### src/rtl/can_pkg.sv
// rtl/can_pkg.sv - shared types and default timing constants for the CAN receive front end
package can_pkg;

    typedef enum logic [1:0] {
        WAIT_IDLE,
        IDLE,
        RX
    } state_e;

    localparam int CLKS_PER_BIT = 16;
    localparam int SAMPLE_POINT = 11;
    localparam int SJW          = 2;
    localparam int STUFF_LEN    = 5;
    localparam int IDLE_BITS    = 11;

    function automatic int clog2(input int n);
        int r;
        r = 0;
        while ((1 << r) < n) begin
            r++;
        end
        return r;
    endfunction

endpackage

### src/rtl/can_bit_destuffer_if.sv
// rtl/can_bit_destuffer_if.sv - raw line in, destuffed bit stream and frame events out
interface can_bit_destuffer_if;

    logic rx_in;
    logic destuff_en;
    logic frame_rst;
    logic sof;
    logic bit_en;
    logic bit_val;
    logic stuff_err;
    logic bus_idle;

    modport master (
        input  rx_in, destuff_en,
        output frame_rst, sof, bit_en, bit_val, stuff_err, bus_idle
    );

    modport slave (
        output rx_in, destuff_en,
        input  frame_rst, sof, bit_en, bit_val, stuff_err, bus_idle
    );

endinterface

### src/rtl/can_bit_timer.sv
// rtl/can_bit_timer.sv - rx synchroniser, falling-edge detect, bit counter with hard/soft sync
module can_bit_timer
    import can_pkg::*;
#(
    parameter int CLKS_PER_BIT = can_pkg::CLKS_PER_BIT,
    parameter int SAMPLE_POINT = can_pkg::SAMPLE_POINT,
    parameter int SJW          = can_pkg::SJW
) (
    input  logic clk,
    input  logic rst,
    input  logic rx_i,
    input  logic hold_i,
    input  logic hard_sync_i,
    input  logic resync_en_i,
    output logic rx_s_o,
    output logic fall_o,
    output logic sample_o
);

    localparam int CW = clog2(CLKS_PER_BIT);

    logic [1:0]    sync_q;
    logic          rx_prev_q;
    logic [CW-1:0] cnt_q, cnt_d;
    logic          resynced_q, resynced_d;

    assign rx_s_o   = sync_q[1];
    assign fall_o   = rx_prev_q & ~sync_q[1];
    assign sample_o = (cnt_q == CW'(SAMPLE_POINT));

    always_comb begin
        int e;
        e          = int'(cnt_q);
        cnt_d      = (e == CLKS_PER_BIT - 1) ? '0 : cnt_q + 1'b1;
        resynced_d = (e == CLKS_PER_BIT - 1) ? 1'b0 : resynced_q;
        if (hold_i) begin
            cnt_d      = '0;
            resynced_d = 1'b0;
            if (hard_sync_i) begin
                cnt_d      = CW'(1);
                resynced_d = 1'b1;
            end
        end else if (resync_en_i && fall_o && !resynced_q && !sample_o) begin
            // Late edges pull the counter back, early edges push it forward, both by at most SJW.
            resynced_d = 1'b1;
            if (e != 0 && e < SAMPLE_POINT) begin
                cnt_d = CW'(e + 1 - ((e < SJW) ? e : SJW));
            end else if (e > SAMPLE_POINT) begin
                cnt_d = (CLKS_PER_BIT - e <= SJW) ? CW'(1) : CW'((e + 1 + SJW) % CLKS_PER_BIT);
            end
        end
    end

    always_ff @(posedge clk) begin
        if (rst) begin
            sync_q     <= 2'b11;
            rx_prev_q  <= 1'b1;
            cnt_q      <= '0;
            resynced_q <= 1'b0;
        end else begin
            sync_q     <= {sync_q[0], rx_i};
            rx_prev_q  <= sync_q[1];
            cnt_q      <= cnt_d;
            resynced_q <= resynced_d;
        end
    end

endmodule

### src/rtl/can_bit_destuffer.sv
// rtl/can_bit_destuffer.sv - CAN rx front end: frame FSM, stuff-bit removal, bus idle tracking
module can_bit_destuffer
    import can_pkg::*;
#(
    parameter int CLKS_PER_BIT = can_pkg::CLKS_PER_BIT,
    parameter int SAMPLE_POINT = can_pkg::SAMPLE_POINT,
    parameter int SJW          = can_pkg::SJW,
    parameter int STUFF_LEN    = can_pkg::STUFF_LEN,
    parameter int IDLE_BITS    = can_pkg::IDLE_BITS
) (
    input  logic                clk,
    input  logic                rst,
    can_bit_destuffer_if.master cb
);

    localparam int RW = clog2(STUFF_LEN + 1);
    localparam int IW = clog2(IDLE_BITS + 1);

    logic rx_s, fall, sample;

    state_e        state_q, state_d;
    logic          first_q, first_d;
    logic          run_val_q, run_val_d;
    logic [RW-1:0] run_len_q, run_len_d;
    logic [IW-1:0] rec_cnt_q, rec_cnt_d, rec_next;
    logic          eof;
    logic          frame_rst_q, frame_rst_d;
    logic          sof_q, sof_d;
    logic          bit_en_q, bit_en_d;
    logic          bit_val_q, bit_val_d;
    logic          stuff_err_q, stuff_err_d;
    logic          bus_idle_q, bus_idle_d;

    can_bit_timer #(
        .CLKS_PER_BIT(CLKS_PER_BIT),
        .SAMPLE_POINT(SAMPLE_POINT),
        .SJW         (SJW)
    ) u_timer (
        .clk        (clk),
        .rst        (rst),
        .rx_i       (cb.rx_in),
        .hold_i     (state_q == IDLE),
        .hard_sync_i((state_q == IDLE) && fall),
        .resync_en_i(state_q == RX),
        .rx_s_o     (rx_s),
        .fall_o     (fall),
        .sample_o   (sample)
    );

    assign rec_next = rx_s ? rec_cnt_q + 1'b1 : '0;
    assign eof      = rx_s && (rec_cnt_q == IW'(IDLE_BITS - 1));

    always_comb begin
        state_d     = state_q;
        first_d     = first_q;
        run_val_d   = run_val_q;
        run_len_d   = run_len_q;
        rec_cnt_d   = rec_cnt_q;
        frame_rst_d = 1'b0;
        sof_d       = 1'b0;
        bit_en_d    = 1'b0;
        bit_val_d   = bit_val_q;
        stuff_err_d = 1'b0;
        bus_idle_d  = bus_idle_q;
        case (state_q)
            WAIT_IDLE: begin
                if (sample) begin
                    rec_cnt_d = rec_next;
                    if (eof) begin
                        bus_idle_d = 1'b1;
                        rec_cnt_d  = '0;
                        state_d    = IDLE;
                    end
                end
            end
            IDLE: begin
                if (fall) begin
                    frame_rst_d = 1'b1;
                    bus_idle_d  = 1'b0;
                    first_d     = 1'b1;
                    rec_cnt_d   = '0;
                    state_d     = RX;
                end
            end
            RX: begin
                if (sample) begin
                    if (first_q) begin
                        // A recessive SOF sample is a glitch; the bus must re-qualify as idle.
                        first_d = 1'b0;
                        if (!rx_s) begin
                            sof_d     = 1'b1;
                            run_val_d = 1'b0;
                            run_len_d = RW'(1);
                        end else begin
                            state_d = WAIT_IDLE;
                        end
                    end else if (cb.destuff_en && run_len_q == RW'(STUFF_LEN)) begin
                        if (rx_s == run_val_q) begin
                            stuff_err_d = 1'b1;
                            rec_cnt_d   = '0;
                            state_d     = WAIT_IDLE;
                        end else begin
                            run_val_d = rx_s;
                            run_len_d = RW'(1);
                            rec_cnt_d = rec_next;
                        end
                    end else begin
                        bit_en_d  = 1'b1;
                        bit_val_d = rx_s;
                        run_val_d = rx_s;
                        if (rx_s != run_val_q) begin
                            run_len_d = RW'(1);
                        end else if (run_len_q != RW'(STUFF_LEN)) begin
                            run_len_d = run_len_q + 1'b1;
                        end
                        rec_cnt_d = rec_next;
                        if (eof) begin
                            bus_idle_d = 1'b1;
                            rec_cnt_d  = '0;
                            state_d    = IDLE;
                        end
                    end
                end
            end
            default: state_d = WAIT_IDLE;
        endcase
    end

    always_ff @(posedge clk) begin
        if (rst) begin
            state_q     <= WAIT_IDLE;
            first_q     <= 1'b0;
            run_val_q   <= 1'b1;
            run_len_q   <= '0;
            rec_cnt_q   <= '0;
            frame_rst_q <= 1'b0;
            sof_q       <= 1'b0;
            bit_en_q    <= 1'b0;
            bit_val_q   <= 1'b1;
            stuff_err_q <= 1'b0;
            bus_idle_q  <= 1'b0;
        end else begin
            state_q     <= state_d;
            first_q     <= first_d;
            run_val_q   <= run_val_d;
            run_len_q   <= run_len_d;
            rec_cnt_q   <= rec_cnt_d;
            frame_rst_q <= frame_rst_d;
            sof_q       <= sof_d;
            bit_en_q    <= bit_en_d;
            bit_val_q   <= bit_val_d;
            stuff_err_q <= stuff_err_d;
            bus_idle_q  <= bus_idle_d;
        end
    end

    assign cb.frame_rst = frame_rst_q;
    assign cb.sof       = sof_q;
    assign cb.bit_en    = bit_en_q;
    assign cb.bit_val   = bit_val_q;
    assign cb.stuff_err = stuff_err_q;
    assign cb.bus_idle  = bus_idle_q;

endmodule

### src/flat_wrapper.sv
// flat-port wrapper written by rule: the top's interface ports become plain ports
module can_bit_destuffer_flat import can_pkg::*;
#(
    parameter int CLKS_PER_BIT = can_pkg::CLKS_PER_BIT,
    parameter int SAMPLE_POINT = can_pkg::SAMPLE_POINT,
    parameter int SJW          = can_pkg::SJW,
    parameter int STUFF_LEN    = can_pkg::STUFF_LEN,
    parameter int IDLE_BITS    = can_pkg::IDLE_BITS
)
  (clk, rst, cb_rx_in, cb_destuff_en, cb_frame_rst, cb_sof, cb_bit_en, cb_bit_val, cb_stuff_err, cb_bus_idle);
  can_bit_destuffer_if cb_i ();
  input  logic clk;
  input  logic rst;
  input wire logic [$bits(cb_i.rx_in)-1:0] cb_rx_in;
  input wire logic [$bits(cb_i.destuff_en)-1:0] cb_destuff_en;
  output wire logic [$bits(cb_i.frame_rst)-1:0] cb_frame_rst;
  output wire logic [$bits(cb_i.sof)-1:0] cb_sof;
  output wire logic [$bits(cb_i.bit_en)-1:0] cb_bit_en;
  output wire logic [$bits(cb_i.bit_val)-1:0] cb_bit_val;
  output wire logic [$bits(cb_i.stuff_err)-1:0] cb_stuff_err;
  output wire logic [$bits(cb_i.bus_idle)-1:0] cb_bus_idle;
  assign cb_i.rx_in = cb_rx_in;
  assign cb_i.destuff_en = cb_destuff_en;
  assign cb_frame_rst = cb_i.frame_rst;
  assign cb_sof = cb_i.sof;
  assign cb_bit_en = cb_i.bit_en;
  assign cb_bit_val = cb_i.bit_val;
  assign cb_stuff_err = cb_i.stuff_err;
  assign cb_bus_idle = cb_i.bus_idle;
  can_bit_destuffer #(.CLKS_PER_BIT(CLKS_PER_BIT), .SAMPLE_POINT(SAMPLE_POINT), .SJW(SJW), .STUFF_LEN(STUFF_LEN), .IDLE_BITS(IDLE_BITS)) u_core (.clk(clk), .rst(rst), .cb(cb_i));
endmodule
### config.mk
export PLATFORM = sky130hd
export DESIGN_NAME = can_bit_destuffer_flat
export DESIGN_NICKNAME = d
export VERILOG_FILES = /design/src/rtl/can_pkg.sv /design/src/rtl/can_bit_destuffer_if.sv /design/src/rtl/can_bit_timer.sv /design/src/rtl/can_bit_destuffer.sv /design/src/flat_wrapper.sv
export SDC_FILE = /design/constraint.sdc
export NUM_CORES = 1
export LEC_CHECK = 0
export CORE_AREA = 4 4 61 69
export DETAILED_ROUTE_END_ITERATION = 8
export DIE_AREA = 0 0 65 73
export MAX_ROUTING_LAYER = met4
export PLACE_DENSITY = 0.72
export RECOVER_POWER = 100
export SLEW_MARGIN = 40
export SYNTH_ARGS = -nofsm -noshare
export SYNTH_HDL_FRONTEND = slang
export SYNTH_HIERARCHICAL = 1
export SYNTH_SLANG_ARGS = --single-unit
### constraint.sdc
create_clock -name clk -period 2.2 [get_ports clk]
set_input_delay 0.44 -clock clk [delete_from_list [all_inputs] [get_ports clk]]
set_output_delay 0.44 -clock clk [all_outputs]
set_load 0.005 [all_outputs]
[Yosys cells after proc, flatten, opt, wreduce, memory -nomap -nowiden]
Cells that the tools add are included.
Word-level totals
  flip-flop bits (word level): 25
  bits of input ports: 4
  output and inout bits: 6
Operators by class
  equal/unequal tests: 18
  add/subtract/negate cells: 7
  reductions and logical operators: 26
  bitwise logic cells: 7
  mux-type cells: 54
  magnitude comparators: 4
Operator list (count)
  two-way mux 4 bit: 15
  two-way mux 1 bit: 21
  two-way mux 3 bit: 6
  two-way mux 2 bit: 8
  AND reduction 5 bit: 3
  adder 4 x 1 -> 4 bit, second input constant: 3
  one-hot mux 4 bit (3 select lines): 1
  equality test 4 bit, second input constant: 2
  inequality test 2 bit, second input constant: 4
  AND reduction 4 bit: 2
  nonzero test 4 bit: 2
  OR reduction 4 bit: 2
  logical AND 1 bit: 7
  less-or-equal comparator 6 x 3 -> 1 bit, second input constant: 1
  inequality test 3 bit, second input constant: 2
  NOT 1 bit: 6
  one-hot mux 2 bit (3 select lines): 1
  AND reduction 6 bit: 1
  nonzero test 3 bit: 2
  subtractor 5 x 4 -> 6 bit, first input constant: 1
  OR reduction 5 bit: 1
  adder 4 x 2 -> 4 bit, second input constant: 1
  equality test 4 x 1 -> 1 bit, second input constant: 1
  greater-than comparator 4 bit, second input constant: 1
  other kinds (20): 22

[Longest topological paths before layout]
  depth in word-level cells: 7
  depth in mapped cells: 9
  mapped depth without buffers: 8

[By module]
The synthesis kept the hierarchy.
By module, submodules not included
  can_bit_destuffer: area each 987.2 um2, instances 1, sequential area each 340.3 um2, cells each 115
  can_bit_timer: area each 719.4 um2, instances 1, sequential area each 160.2 um2, cells each 84

[Least setup slack after synthesis]
OpenSTA, ideal clock, no wires.
  path type: register to register
  start: register u_core.u_timer.cnt_q[1]
  end: register u_core.u_timer.cnt_q[1]
  arrival time: 1.997 ns
  required time: 2.142 ns
  setup time: 0.058 ns
  buffers on the path: 0
  setup slack: 0.145 ns
  cell stages (with the launch flop): 8
  cells stage by stage: dfxtp_1 inv_1 ha_1 inv_1 fa_1 or3_1 a31oi_1 o21a_1
Between the ends
  cells in the longest elaborated chain, start to end: 7
  elaborated cells between the ends (all ways): 22
  those cells by class: 5 x add/sub; 4 x order compare; 2 x eq/ne; 7 x mux; 4 x reduce/logical
Ends and longest elaborated chain
  start, declared: RTL line can_bit_timer.sv:24  | logic [CW-1:0] cnt_q, cnt_d;
  start signal, assigned: RTL line can_bit_timer.sv:63  | cnt_q <= cnt_d;
  subtractor 5 x 4 -> 6 bit or adder 4 x 1 -> 4 bit (tied branches): RTL line can_bit_timer.sv:49, can_bit_timer.sv:34, can_bit_timer.sv:47
  less-or-equal comparator 6 x 3 -> 1 bit or adder 4 x 2 -> 4 bit (tied branches): RTL line can_bit_timer.sv:49  | cnt_d = (CLKS_PER_BIT - e <= SJW) ? CW'(1) : CW'((e + 1 + SJW) % CLKS_PER_BIT);
  two-way mux 4 bit: RTL line can_bit_timer.sv:49
  two-way mux 4 bit: RTL line can_bit_timer.sv:48  | end else if (e > SAMPLE_POINT) begin
  two-way mux 4 bit: RTL line can_bit_timer.sv:46  | if (e != 0 && e < SAMPLE_POINT) begin
  two-way mux 4 bit *: RTL line can_bit_timer.sv:43  | end else if (resync_en_i && fall_o && !resynced_q && !sample_o) begin
  two-way mux 4 bit *: RTL line can_bit_timer.sv:36  | if (hold_i) begin
Every way passes the cells marked *; elsewhere a longest branch is shown, timed or not.
A chain may end at the register's enable or synchronous reset.

[Worst setup path in the final report]
  start: register u_core.u_timer.cnt_q[0]
  end: register u_core.u_timer.cnt_q[1]
Same word-level chain as after synthesis.

==> run_results.csv <==
group,metric,value,unit
floorplanning,core,3540,µm²
timing,clock.fmax,490,MHz
layout,final_cell_area,1920,µm²
floorplanning,start_util,0.482,
synth,ys_ff_latch,25,
timing,layout_min_cycle_time,2040,ps
synth,synth_cell_types,65,
placed_design,port_buffers,9,
timing,hold_viol,0,
global_routing,grt_overflow,0,
power_and_ir_drop,peakVddDrop,373,µV
timing,grt_setup_unrepaired,"false",
hold_path,hold_path.class,"flip-flop to flip-flop",
routing,ant_nets,0,
critical_path,startpoint_type,"flip-flop",
routing,wl_per_cell,13.1,µm
layout,areaGrowthSynthToFinish,12.3,%
clock_network,insertion_delay,270,ps
timing,slew_viol_final,0,
routing,drc_errors,0,
clock_network,root_buffer,"clkbuf_8",
routing,first_pass_iters,4,
timing,finalCritPeriodShare,0.928,
synth,syn_nets,218,
synth,syn_inst,199,
critical_path,crit_path_max_incr_delay,480,ps
floorplanning,io_pins,10,
outcome,outcome,"finished clean",
critical_path,arrival,2260,ps
synth,ys_seq_area_frac,0.293,
timing,skew,2.19,ps
routing,vias,1478,
routing,drt_iter0_markers,74,
global_routing,track_usage,0.167,
synth,async_flop_share,0,
timing,tns,0,ps
placed_design,dpl-instance-area,1880,µm²
routing,wl,3450,µm
global_routing,grt_max_degree,15,
critical_path,cp-end-kind,"flip-flop",
global_routing,grt_pass1_wl,6110,µm
floorplanning,row_count,23,
power_and_ir_drop,powerDensity,562,nW/µm²
layout,fillCellCount,337,
global_routing,grt_pass1_vias,1354,
placed_design,dp_hpwl,2600,µm
synth,avgSynthCellArea,8.58,µm²
critical_path,critPathSlowestCell,"fa_1",
synth,synth_area,1710,µm²
floorplanning,die_x,65,µm
flow_run,cap_violations,0,
clock_network,clock_path_buffers,2,
critical_path,worstSetupPathType,"flip-flop to flip-flop",
clock_network,cts_tree,"built",
layout,antennaDiodeCount,0,
routing,vias_per_cell,5.60,
critical_path,crit_required,2420,ps
synth,yosysWarnings,6,
timing,finalSetupViolations,0,
layout,nNetsFinal,234,
layout,ff_latch_area,503,µm²
layout,drive_gt1_frac,0.121,
power_and_ir_drop,p_leak,0.758,nW
floorplanning,die_h,73,µm
clock_network,post_cts_buffers,0,
global_routing,antenna_found_initial,0,
critical_path,cpMostUsedCell,"inv_1",
placed_design,gp_congestion,0.917,
critical_path,crit_chain,"inv_1 -> ha_1 -> inv_1 -> fa_1 -> or3_1 -> a31oi_1 -> o21a_1",
synth,synth_edf_count,0,
layout,multi_input_area,1100,µm²
critical_path,crit_fanout,6,
clock_network,cts.sinks,25,
clock_network,cts_made_buffers,3,
synth,synth_flop_cell,"dfxtp_1",
floorplanning,dieArea,4750,µm²
clock_network,h-tree-depth,1,
clock_network,clk_pin_slew_worst_paths,80,ps
## final timing paths
kind	startpoint	endpoint	slack, ps	cells past startpoint
max	u_core/u_timer/cnt_q[0]	u_core/u_timer/cnt_q[1]	160	7
min	u_core/u_timer/sync_q[0]	u_core/u_timer/sync_q[1]	420	1
max reg2reg	u_core/u_timer/cnt_q[0]	u_core/u_timer/cnt_q[1]	160	7
min reg2reg	u_core/u_timer/sync_q[0]	u_core/u_timer/sync_q[1]	420	1
## stage by stage
step	setup slack [ps]	power, mW	hold slack, ps	instances	utilization
after floorplan	145	0.740	389	199	-
after global routing	6.89	1.16	435	264	0.542
after detailed placement	115	0.815	402	260	0.532
final	157	1.08	421	264	0.542
after CTS	91.8	1.09	425	264	0.545
after global placement	110	0.811	392	260	0.532
## timing repair
| action | in CTS | in global routing |
|---|---|---|
| endpoints found under the setup margin | 0 | 4 |
| gates resized for setup | 0 | 4 |
| hold buffers | 0 | 0 |
## cell families (layout without fill, tap and decap cells)
| kind of cell | Yosys count | after routing | synth area share |
|---|---|---|---|
| buf+inv | 20 | 35 | 0.0564 |
| mux | 2 | 2 | 0.0117 |
| compound gates | 51 | 51 | 0.219 |
| fa+ha+maj | 15 | 15 | 0.114 |
| xor+xnor | 5 | 5 | 0.0257 |
| other cells | 1 | 1 | 0.00220 |
| simple gates | 80 | 80 | 0.277 |
| flops | 25 | 25 | 0.293 |
## power breakdown
| group | internal (mW) | switching [mW] |
|---|---|---|
| Sequential | 0.468 | 0.0240 |
| Combinational | 0.152 | 0.160 |
| Clock | 0.130 | 0.143 |
## per-layer routing
metal | GRT usage | vias to the layer above | part of all wire
li1 | - | 753 | -
met1 | 0.212 | 698 | 0.48
met2 | 0.265 | 22 | 0.47
met3 | 0.0370 | 5 | 0.034
met4 | 0.0516 | 0 | 0.011
met5 | - | - | 0
## synth_stat cells, types with 2 or more instances
library cell | instances | area share
nand3_1 | 10 | 0.029
o31ai_1 | 2 | 0.0088
ha_1 | 14 | 0.10
dfxtp_1 | 25 | 0.29
buf_2 | 4 | 0.012
o21a_1 | 2 | 0.0088
and3_1 | 2 | 0.0073
or3_1 | 3 | 0.011
o22ai_1 | 5 | 0.018
xor2_1 | 2 | 0.010
mux2i_1 | 2 | 0.012
nor2b_1 | 3 | 0.011
nor2_1 | 14 | 0.031
o21ai_0 | 7 | 0.021
nand2b_1 | 6 | 0.022
a21oi_1 | 11 | 0.032
nor3b_1 | 3 | 0.013
buf_6 | 2 | 0.013
nand3b_1 | 2 | 0.0088
nor4_1 | 2 | 0.0073
nor4b_1 | 2 | 0.010
and2_1 | 4 | 0.015
or2_2 | 3 | 0.011
or4_1 | 2 | 0.0088
nand2_1 | 12 | 0.026
a211oi_1 | 2 | 0.0088
inv_1 | 11 | 0.024
a31oi_1 | 3 | 0.011
xnor2_1 | 3 | 0.015
## state kept, by name, indices dropped and copies added, names as in the netlist, 2 cells and up
register / flops
u_core/u_timer/sync_q: 2
u_core/run_len_q: 3
u_core/u_timer/cnt_q: 4
u_core/state_q: 2
u_core/rec_cnt_q: 4
## cell usage in the layout, fill, tap and decap left out, types with 3 or more instances in the layout
| master | count |
|---|---|
| clkbuf_1 | 3 |
| nor2b_1 | 3 |
| a21oi_1 | 11 |
| and2_1 | 3 |
| o21ai_0 | 7 |
| nor2_1 | 14 |
| or3_1 | 3 |
| inv_1 | 11 |
| nor3b_1 | 3 |
| ha_1 | 14 |
| buf_4 | 8 |
| a31oi_1 | 4 |
| xnor2_1 | 3 |
| dlygate4sd3_1 | 7 |
| nand2b_1 | 6 |
| nand3_1 | 10 |
| o22ai_1 | 5 |
| dfxtp_1 | 23 |
| or2_2 | 3 |
| nand2_1 | 12 |
| clkbuf_8 | 3 |
## cell type report
class / count / share of cell area
multi-input cells: 154 / 0.576
flip-flops and latches: 25 / 0.262
repair buffers: 19 / 0.0822
well taps: 50 / 0.0326
clock buffers: 4 / 0.0235
inverters: 12 / 0.0235
## worst max-delay path, delay by kind of cell (launching register included)
kind | cells | cell delay [ps]
compound gates | 2 | 310
fa+ha+maj | 2 | 780
buf+inv | 2 | 160
flops | 1 | 380
simple gates | 1 | 370
No activity file was read; power rests on OpenSTA's default activity.
